**src/rtl/clkdiv_pkg.sv**
```systemverilog
// Shared types and constants for the run-time clock divider controller.
package clkdiv_pkg;

  typedef enum logic [1:0] {
    IDLE      = 2'd0,
    RUN       = 2'd1,
    STOP_PEND = 2'd2
  } state_t;

  localparam int unsigned MIN_DIV = 2;

endpackage

```
**src/rtl/clkdiv_cfg_slot.sv**
```systemverilog
// One-entry holding register for new divide ratios; rejects ratios below MIN_DIV.
module clkdiv_cfg_slot
  import clkdiv_pkg::*;
#(
  parameter int unsigned CNT_W = 8
) (
  input  logic             i_clk,
  input  logic             i_reset,
  input  logic             i_cfg_valid,
  input  logic [CNT_W-1:0] i_cfg_div,
  input  logic             i_apply,
  output logic             o_cfg_ready,
  output logic             o_cfg_err,
  output logic             o_full,
  output logic [CNT_W-1:0] o_slot_div
);

  logic             r_full;
  logic             r_err;
  logic [CNT_W-1:0] r_div;
  logic             w_accept;
  logic             w_bad;

  assign w_accept = i_cfg_valid && !r_full;
  assign w_bad    = i_cfg_div < CNT_W'(MIN_DIV);

  // Accept and apply are mutually exclusive: accept needs an empty slot, apply a full one.
  always_ff @(posedge i_clk or posedge i_reset) begin
    if (i_reset) begin
      r_full <= 1'b0;
      r_err  <= 1'b0;
      r_div  <= '0;
    end else begin
      r_err <= w_accept && w_bad;
      if (w_accept && !w_bad) begin
        r_full <= 1'b1;
        r_div  <= i_cfg_div;
      end else if (i_apply) begin
        r_full <= 1'b0;
      end
    end
  end

  assign o_cfg_ready = !r_full;
  assign o_cfg_err   = r_err;
  assign o_full      = r_full;
  assign o_slot_div  = r_div;

endmodule

```
**src/rtl/clkdiv_ctrl.sv**
```systemverilog
// Start/stop sequencing and period counter for a programmable divide-by-N clock enable.
module clkdiv_ctrl
  import clkdiv_pkg::*;
#(
  parameter int unsigned CNT_W       = 8,
  parameter int unsigned DEFAULT_DIV = 4
) (
  input  logic             clk,
  input  logic             reset,
  input  logic             start,
  input  logic             stop,
  input  logic             cfg_valid,
  input  logic [CNT_W-1:0] cfg_div,
  output logic             cfg_ready,
  output logic             cfg_err,
  output logic             tick,
  output logic             div_clk,
  output logic             running,
  output logic [CNT_W-1:0] div_cur
);

  state_t           r_state;
  state_t           w_state_nxt;
  logic [CNT_W-1:0] r_cnt;
  logic [CNT_W-1:0] r_div;
  logic             w_running;
  logic             w_last;
  logic             w_go;
  logic             w_apply;
  logic             w_slot_full;
  logic [CNT_W-1:0] w_slot_div;

  assign w_running = (r_state != IDLE);
  assign w_last    = (r_cnt == r_div - CNT_W'(1));
  assign w_go      = start && !stop;
  // New ratios only land when no period is in flight or exactly at a wrap.
  assign w_apply   = w_slot_full && (!w_running || w_last);

  clkdiv_cfg_slot #(
    .CNT_W(CNT_W)
  ) u_cfg_slot (
    .i_clk       (clk),
    .i_reset     (reset),
    .i_cfg_valid (cfg_valid),
    .i_cfg_div   (cfg_div),
    .i_apply     (w_apply),
    .o_cfg_ready (cfg_ready),
    .o_cfg_err   (cfg_err),
    .o_full      (w_slot_full),
    .o_slot_div  (w_slot_div)
  );

  // A stop seen in the final cycle of a period ends that period directly.
  always_comb begin
    w_state_nxt = r_state;
    case (r_state)
      IDLE:      if (w_go) w_state_nxt = RUN;
      RUN:       if (stop) w_state_nxt = w_last ? IDLE : STOP_PEND;
      STOP_PEND: begin
        if (w_go)        w_state_nxt = RUN;
        else if (w_last) w_state_nxt = IDLE;
      end
      default:   w_state_nxt = IDLE;
    endcase
  end

  always_ff @(posedge clk or posedge reset) begin
    if (reset) begin
      r_state <= IDLE;
      r_cnt   <= '0;
      r_div   <= CNT_W'(DEFAULT_DIV);
    end else begin
      r_state <= w_state_nxt;
      r_cnt   <= (!w_running || w_last) ? '0 : r_cnt + CNT_W'(1);
      if (w_apply) r_div <= w_slot_div;
    end
  end

  assign running = w_running;
  assign tick    = w_running && w_last;
  assign div_clk = w_running && (r_cnt >= (r_div >> 1));
  assign div_cur = r_div;

endmodule

```
**config.mk**
```make
export PLATFORM = sky130hd
export DESIGN_NAME = clkdiv_ctrl
export DESIGN_NICKNAME = d
export VERILOG_FILES = /design/src/rtl/clkdiv_pkg.sv /design/src/rtl/clkdiv_cfg_slot.sv /design/src/rtl/clkdiv_ctrl.sv
export SDC_FILE = /design/constraint.sdc
export NUM_CORES = 1
export LEC_CHECK = 0
export CORE_ASPECT_RATIO = 1.4
export CORE_UTILIZATION = 45
export CTS_BUF_LIST = sky130_fd_sc_hd__clkbuf_8
export CTS_CLUSTER_DIAMETER = 30
export DETAILED_ROUTE_END_ITERATION = 7
export GPL_ROUTABILITY_DRIVEN = 0
export PLACE_DENSITY = 0.69
export SYNTH_ARGS = -nofsm -noshare
export SYNTH_HDL_FRONTEND = slang
export SYNTH_SLANG_ARGS = --single-unit
```
**constraint.sdc**
```tcl
create_clock -name clk -period 2.8 [get_ports clk]
set_input_delay 0.7 -clock clk [delete_from_list [all_inputs] [get_ports clk]]
set_output_delay 0.7 -clock clk [all_outputs]
set_load 0.01 [all_outputs]
```
# After elaboration in Yosys (flattened, before gate mapping)
# Cells that the tools add are included.
[totals]
ff_bits = 28
out_inout_bits = 13
[op_classes]
addsub = 2
order_cmp = 2
n_eq_ne = 6
mux = 9
n_reduce_logical = 16
[op_table]
columns = ["operator", "n"]
rows = [
  ["$mux W2", 5],
  ["$add A8 B1 Y8 const B", 1],
  ["$eq A8 B8 Y1", 1],
  ["$ge A8 B7 Y1", 1],
  ["$lt A8 B2 Y1 const B", 1],
  ["$mux W8", 1],
  ["$sub A8 B1 Y8 const B", 1],
  ["$logic_and A1 B1 Y1", 7],
  ["$pmux W2 S3", 1],
  ["$logic_not A1 Y1", 4],
  ["$ne A2 B2 Y1 const B", 2],
  ["$reduce_bool A2 Y1", 2],
  ["$ne A3 B3 Y1 const B", 1],
  ["$reduce_and A3 Y1", 1],
  ["$eq A2 B1 Y1 const B", 1],
  ["$eq A2 B2 Y1 const B", 1],
  ["$logic_not A2 Y1", 1],
  ["$mux W1", 2],
  ["$logic_or A1 B1 Y1", 1],
]

# Longest topological paths before layout
# Gate-level depths: netlist (run 1).
[depth]
word_depth = 6
depth_mapped = 8
depth_no_buf = 8

# Modules after synthesis
# From an unflattened synthesis (run 1), not the netlist that was laid out.
[hier_totals]
hier_cells = 152
area_unflattened_um2 = 1625.3
[modules_own_cells]
columns = ["mod", "n_inst", "cells_per_inst", "area_per_inst_um2", "seq_area_each_um2"]
rows = [
  ["clkdiv_ctrl", 1, 125, 1213.7, 451.7],
  ["clkdiv_cfg_slot", 1, 27, 411.6, 250.2],
]

# Worst setup path after synthesis (run 1)
# Ideal clock, no wire load.
[synth_path]
kind = "reg2out"
startpoint = "register r_div[2] (netlist: div_cur[2])"
endpoint = "output tick"
arrival_ns = 1.650
slack_ns = 0.450
path_stages_with_launch = 7
path_cell_list = "dfstp_2 > inv_1 > o21ai_0 > a211oi_1 > nor4_1 > and3_1 > and2_1"
[synth_via]
elab_chain_len = 3
[synth_lines]
columns = ["element", "line_no", "rtl"]
rows = [
  ["from (decl)", "clkdiv_ctrl.sv:25", "logic [CNT_W-1:0] r_div;"],
  ["from (signal assigned)", "clkdiv_ctrl.sv:71", "r_div <= CNT_W'(DEFAULT_DIV);"],
  ["from (signal assigned)", "clkdiv_ctrl.sv:75", "if (w_apply) r_div <= w_slot_div;"],
  ["$sub A8 B1 Y8", "clkdiv_ctrl.sv:34", "assign w_last = (r_cnt == r_div - CNT_W'(1));"],
  ["$eq A8 B8 Y1", "clkdiv_ctrl.sv:34", ""],
  ["$logic_and A1 B1 Y1", "clkdiv_ctrl.sv:80", "assign tick = w_running && w_last;"],
  ["to (decl)", "clkdiv_ctrl.sv:16", "output logic tick,"],
]
# Every way passes these cells.

# Worst setup path after layout (run 1)
[layout_path]
startpoint = "register r_div[0] (netlist: div_cur[0])"
endpoint = "output tick"
# Same word-level chain as after synthesis.

==> reports/summary.md, run 1 <==
Routing
• top sig layer: met4
• wire length after detailed routing: 3.969 mm
• Via density: 5.538
• Met2 Wirelength: 2.151 mm
• met3 WL: 145 um
• Pre-Repair DR Iteration Count: 4
• DRC violations left: 0
• antenna-violating nets left: 0
• violation count after the first detailed-route iteration: 29
• Met1 Routed Length: 1.586 mm
• total via count in the routed design: 1390
• average detailed-routed wire length per instance: 15.81 um

Hold path
• class of the most critical hold timing path: flop to flop

Synth
• Post-Synthesis Cell Area: 1632 sq um
• Main synth FF type: sky130_fd_sc_hd__dfrtp_1
• library cell occupying the most area in the post-synthesis netlist: sky130_fd_sc_hd__dfrtp_1
• post-synthesis register bit count: 28
• Cells after Synth: 162
• top cells by count, synth: sky130_fd_sc_hd__dfrtp_1 (27), sky130_fd_sc_hd__inv_1 (17), sky130_fd_sc_hd__mux2_2 (12), sky130_fd_sc_hd__xor2_1 (11), sky130_fd_sc_hd__nor3_1 (10)
• syn avg cell area: 10.07 sq um
• FFs w/ async S/R, synth: 1.000
• Synth Warn #: 0
• share of synthesized area occupied by flip-flops and latches: 0.4302
• number of enable-type register cells in the synthesized netlist: 0
• cells taking the most area after synthesis: sky130_fd_sc_hd__dfrtp_1 (41%), sky130_fd_sc_hd__mux2_2 (8.3%), sky130_fd_sc_hd__ha_1 (6.9%), sky130_fd_sc_hd__xor2_1 (5.9%), sky130_fd_sc_hd__inv_1 (3.9%)
• number of distinct library cells after synthesis: 37
• top-count cell post-synth: sky130_fd_sc_hd__dfrtp_1
• number of nets in the synthesized netlist: 184
• share of the synthesized area in the top cell type: 0.4141

Die
• vertical die dimension: 73.25 um
• Starting Density: 0.4785
• width of the chip: 52.89 um
• # IOs: 26
• number of cell rows: 25
• area of the core: 3410 sq um
• area enclosed by the die boundary: 3874 sq um

Placed design
• count of buffers inserted at the top-level ports: 25
• placed cells: 243
• post-detailed-placement half-perimeter wirelength: 2.853 mm

Power and ir drop
• Static Leakage: 1.009 nW
• total power consumption of the routed design: 2.230 mW
• IR drop worst, VDD: 0.0007063 V
• power density over cell area: 1016 nW/um^2

Timing
• post-layout minimum cycle time: 2.770 ns
• tightest slew margin relative to the limit: 0.6489
• worst hold slack across all endpoints: 0.5103 ns
• final max-slew violation count: 0
• number of failing hold endpoints at the final stage: 0
• number of setup violations in the final report: 0
• part of the cycle the worst path needs: 0.9894
• actual slew at the worst max-slew pin: 0.5247 ns
• maximum clock frequency: 361.0 MHz
• clock skew: 0.007447 ns

Global route
• total global routing overflow: 0
• antenna violations before repair: 0
• largest net degree at the start of global routing: 29
• wire length of the first global-routing pass: 6.506 mm
• Total Routing Usage GR: 0.2327
• via count of the first global-routing pass: 1426

Final layout
• number of standard cells in the final layout excluding fillers: 251
• share of cells above drive strength 1: 0.2464
• total area of sequential cells: 701.9 sq um
• footprint of the multi-input gates: 887.1 sq um
• number of antenna repair diodes: 0
• fillcell total: 277
• Nets: 234
• area growth from synthesis to layout: 34.51%

Clock network
• CTS Buffer Depth: 2
• TritonCTS buffer count: 3
• cell at the root of the clock tree: sky130_fd_sc_hd__clkbuf_8
• latest clock arrival within the worst-skew pair: 0.28 ns
• htree depth: 1
• clock-pin slew of the registers on the worst-case setup and hold paths: 0.10 ns
• CTS tree: yes
• number of sinks handled by clock tree synthesis: 28
• Post-CTS Hold Buffers: 0

Worst setup path
• required arrival time at the worst endpoint: 2.10 ns
• critical path data arrival time: 2.07 ns
• Setup crit start kind: flop
• Crit. End Element: output pin
• Crit Path Category: flop to output pin
• crit path max fanout: 4

Run
• max-cap violation count: 0

Status
• outcome: completed

==> state kept, by name, summed over array words and instances (netlist names) <==
name / flops
div_cur: 8
r_cnt: 8
u_cfg_slot.o_slot_div: 8
r_state: 2
u_cfg_slot.o_cfg_err: 1
u_cfg_slot.o_full: 1
==> cells in the final DEF, fill, tap and decap left out, types with 4 or more instances in the layout <==
master	synthesis	layout
sky130_fd_sc_hd__and3_1	5	4
sky130_fd_sc_hd__buf_4	0	24
sky130_fd_sc_hd__clkdlybuf4s50_1	0	23
sky130_fd_sc_hd__dfrtp_1	27	27
sky130_fd_sc_hd__ha_1	9	8
sky130_fd_sc_hd__inv_1	17	17
sky130_fd_sc_hd__mux2_2	12	12
sky130_fd_sc_hd__nand2_1	8	8
sky130_fd_sc_hd__nand3_1	6	6
sky130_fd_sc_hd__nor2_1	7	7
sky130_fd_sc_hd__nor3_1	10	10
sky130_fd_sc_hd__o21ai_0	6	4
sky130_fd_sc_hd__xnor2_1	5	5
sky130_fd_sc_hd__xor2_1	11	11
==> critical path, stage by stage, from the launching register on <==
cell,delay [ns]
sky130_fd_sc_hd__dfrtp_1,0.39
sky130_fd_sc_hd__buf_4,0.15
sky130_fd_sc_hd__nor2_1,0.14
sky130_fd_sc_hd__nand2_1,0.12
sky130_fd_sc_hd__xnor2_1,0.20
sky130_fd_sc_hd__nor4_2,0.32
sky130_fd_sc_hd__and3_4,0.24
sky130_fd_sc_hd__and2_1,0.11
sky130_fd_sc_hd__buf_2,0.12
==> area by class of cell <==
| cell class | count | area share |
|---|---|---|
| clock inverter | 1 | 0.01368 |
| sequential | 28 | 0.3198 |
| inverter | 17 | 0.02908 |
| timing repair buffer | 49 | 0.1916 |
| clock buffer | 3 | 0.01881 |
| multi-input combinational | 113 | 0.4042 |
| tap | 40 | 0.02281 |
==> path summary, 6_finish.rpt <==
path                                               start         end  slack, ns  cells past startpoint
worst max-delay path                          div_cur[0]        tick       0.03                      8
worst max register to register                div_cur[2]  div_cur[7]       0.31                      6
min in group asynchronous                          reset  r_state[0]       0.78                      3
worst min-delay path            u_cfg_slot.o_slot_div[5]  div_cur[5]       0.51                      1
worst min register to register  u_cfg_slot.o_slot_div[5]  div_cur[5]       0.51                      1
max in group asynchronous                          reset  div_cur[2]       1.71                      3
==> kinds of logic (layout without fill, tap and decap cells) <==
family / Yosys count / in the layout / share of synthesized area
AO/OA/AOI/OAI: 23 / 23 / 0.1066
adder cells (fa/ha/maj): 9 / 9 / 0.06902
XOR/XNOR: 16 / 16 / 0.08589
flip-flops: 28 / 28 / 0.4302
AND/OR/NAND/NOR: 52 / 52 / 0.1703
buffers and inverters: 21 / 70 / 0.04908
multiplexers: 13 / 13 / 0.08896
==> what timing repair did <==
action	in CTS	in global routing
setup endpoints to repair	2	2
buffers inserted	3	1
pin swaps	4	5
gates resized for setup	9	8
==> metal layers <==
metal | vias up | global-route usage
met3 | 10 | 0.03333
li1 | 670 | -
met2 | 34 | 0.4191
met5 | - | 0
met4 | 0 | 0.07895
met1 | 676 | 0.2739
==> report_power, final <==
part	switching, mW	leakage, nW	internal (mW)	total (mW)
combinational	0.583	0.622	0.660	1.24
clock	0.128	0.0357	0.192	0.320
sequential	0.126	0.351	0.541	0.667
total	0.837	1.01	1.39	2.23
==> stage by stage <==
step | setup slack, ns | setup TNS, ns | cell area [sq um] | util
floorplan | 0.4499 | 0 | 1632 | -
global placement | -0.06619 | -0.06619 | 2066 | 0.6059
detailed placement | -0.07970 | -0.07970 | 2066 | 0.6059
CTS | 0.002036 | 0 | 2166 | 0.6352
global route | -0.02531 | -0.02531 | 2195 | 0.6437
finish | 0.02961 | 0 | 2195 | 0.6437
Note: power is estimated with default switching activity, not from simulation.
==> run 2, diff against run 1 <==
SETUP_SLACK_MARGIN = 0.3   (was not set)
==> run 2 against run 1 <==
Against the previous run: the run now ends with setup timing left; clock skew rose by 0.0015 ns; non-clock buffer count increased by 4; core utilization increased by 2.8 points; largest cell class unchanged; total power rose by 5.7%; hold slack better by 0.0020 ns; die area stayed put.
==> reports/summary.md, run 2 (synthesis results as in run 1) <==
Clock network
• CTS tree: yes
• number of sinks handled by clock tree synthesis: 28
• Post-CTS Hold Buffers: 0
• cell at the root of the clock tree: sky130_fd_sc_hd__clkbuf_8
• TritonCTS buffer count: 3
• htree depth: 1
• clock-pin slew of the registers on the worst-case setup and hold paths: 0.10 ns
• latest clock arrival within the worst-skew pair: 0.28 ns
• CTS Buffer Depth: 2

Timing
• actual slew at the worst max-slew pin: 0.3806 ns
• part of the cycle the worst path needs: 1.016
• number of setup violations in the final report: 1
• tightest slew margin relative to the limit: 0.7441
• final max-slew violation count: 0
• setup repair after global routing missed its margin: true
• worst hold slack across all endpoints: 0.5123 ns
• Setup TNS: -0.04377 ns
• final setup slack of the worst path: -0.04377 ns
• post-layout minimum cycle time: 2.844 ns
• clock skew: 0.008938 ns
• maximum clock frequency: 351.6 MHz
• number of failing hold endpoints at the final stage: 0

Placed design
• placed cells: 243
• count of buffers inserted at the top-level ports: 25
• worst setup timing slack at the placement stage: -0.07970 ns
• total cell area at the placement stage: 2066 sq um
• post-detailed-placement half-perimeter wirelength: 2.853 mm

Global route
• wire length of the first global-routing pass: 6.624 mm
• Total Routing Usage GR: 0.2373
• via count of the first global-routing pass: 1429
• antenna violations before repair: 0
• total global routing overflow: 0
• largest net degree at the start of global routing: 29

Worst setup path
• crit path max fanout: 5
• critical path data arrival time: 2.14 ns
• Crit Path Category: flop to output pin
• Crit. End Element: output pin
• Setup crit start kind: flop
• required arrival time at the worst endpoint: 2.10 ns

Final layout
• total area of sequential cells: 701.9 sq um
• area growth from synthesis to layout: 40.34%
• Nets: 238
• footprint of the multi-input gates: 948.4 sq um
• share of cells above drive strength 1: 0.3070
• number of antenna repair diodes: 0
• number of standard cells in the final layout excluding fillers: 255
• Finished Cell Area: 2290 sq um
• fillcell total: 262
• end-of-flow core utilization: 0.6716
• most frequent cells in the layout: sky130_fd_sc_hd__dfrtp_1 (27), sky130_fd_sc_hd__buf_4 (27), sky130_fd_sc_hd__clkdlybuf4s50_1 (23), sky130_fd_sc_hd__inv_1 (15), sky130_fd_sc_hd__mux2_2 (12)

Routing
• total via count in the routed design: 1413
• DRC violations left: 0
• Pre-Repair DR Iteration Count: 4
• violation count after the first detailed-route iteration: 33
• Via density: 5.541
• antenna-violating nets left: 0
• average detailed-routed wire length per instance: 16.20 um
• wire length after detailed routing: 4.131 mm

Die
• width of the chip: 52.89 um
• vertical die dimension: 73.25 um
• Starting Density: 0.4785
• area of the core: 3410 sq um
• area enclosed by the die boundary: 3874 sq um
• # IOs: 26
• number of cell rows: 25

Power and ir drop
• switching pwr: 0.8857 mW
• IR drop worst, VDD: 0.0006789 V
• Static Leakage: 1.045 nW
• register share of total power: 0.289
• total power consumption of the routed design: 2.357 mW
• power density over cell area: 1029 nW/um^2
• net switching fraction of the power: 0.3758
• design internal power: 1.471 mW
• share of total power in the clock network: 0.136
• Logic pwr share: 0.575

Hold path
• class of the most critical hold timing path: flop to flop

Run
• max-cap violation count: 0

Status
• failing checks: setup timing
• outcome: finished, violations left

## run 2: cell count changes in the layout (fill, tap and decap cells not counted), sizes merged
cell,delta
buf,+4
## run 2: what timing repair did
action                                  4_1_cts  5_1_grt
setup buffers                                 3        5
endpoints found under the setup margin        2        9
pin swaps                                     7        8
cloned                                        0        0
gates resized for setup                      15       13
## run 2: area by class of cell
| class | instances | share of cell area |
|---|---|---|
| Inverter | 17 | 0.02787 |
| Sequential cell | 28 | 0.3066 |
| Timing Repair Buffer | 53 | 0.1984 |
| Clock inverter | 1 | 0.01311 |
| Tap cell | 40 | 0.02186 |
| Clock buffer | 3 | 0.01803 |
| Multi-Input combinational cell | 113 | 0.4142 |
## run 2: metal layers
| metal | routed length (um) | vias up | GRT usage | share of wire |
|---|---|---|---|---|
| met5 | 0 | - | 0 | 0 |
| met4 | 72 | 0 | 0.07895 | 0.017 |
| met1 | 1656 | 694 | 0.2793 | 0.40 |
| li1 | - | 678 | - | - |
| met3 | 129 | 8 | 0.03125 | 0.031 |
| met2 | 2272 | 33 | 0.4304 | 0.55 |
## run 2: critical path: stages (launching register included)
cell	delay, ns
sky130_fd_sc_hd__dfrtp_1	0.46
sky130_fd_sc_hd__nor2_1	0.22
sky130_fd_sc_hd__nand3_1	0.12
sky130_fd_sc_hd__and2_4	0.18
sky130_fd_sc_hd__nor4_2	0.41
sky130_fd_sc_hd__and3_4	0.25
sky130_fd_sc_hd__and2_1	0.11
sky130_fd_sc_hd__buf_2	0.12
## run 2: final timing paths
check | start | end | slack, ns | cells past startpoint
setup / recovery | div_cur[3] | tick | -0.04 | 7
hold / removal | u_cfg_slot.o_slot_div[5] | div_cur[5] | 0.51 | 1
setup reg to reg | div_cur[2] | div_cur[7] | 0.25 | 8
hold reg to reg | u_cfg_slot.o_slot_div[5] | div_cur[5] | 0.51 | 1
max in group asynchronous | reset | div_cur[2] | 1.70 | 3
min in group asynchronous | reset | r_state[1] | 0.78 | 3
## run 2: power groups by stage
stage | logic (mW) | registers [mW] | clock network [mW]
finish | 1.36 | 0.681 | 0.320
global route | 1.46 | 0.698 | 0.336
CTS | 1.21 | 0.664 | 0.329
detailed placement | 1.08 | 0.674 | 0
global placement | 1.04 | 0.663 | 0
floorplan | 0.586 | 0.687 | 0
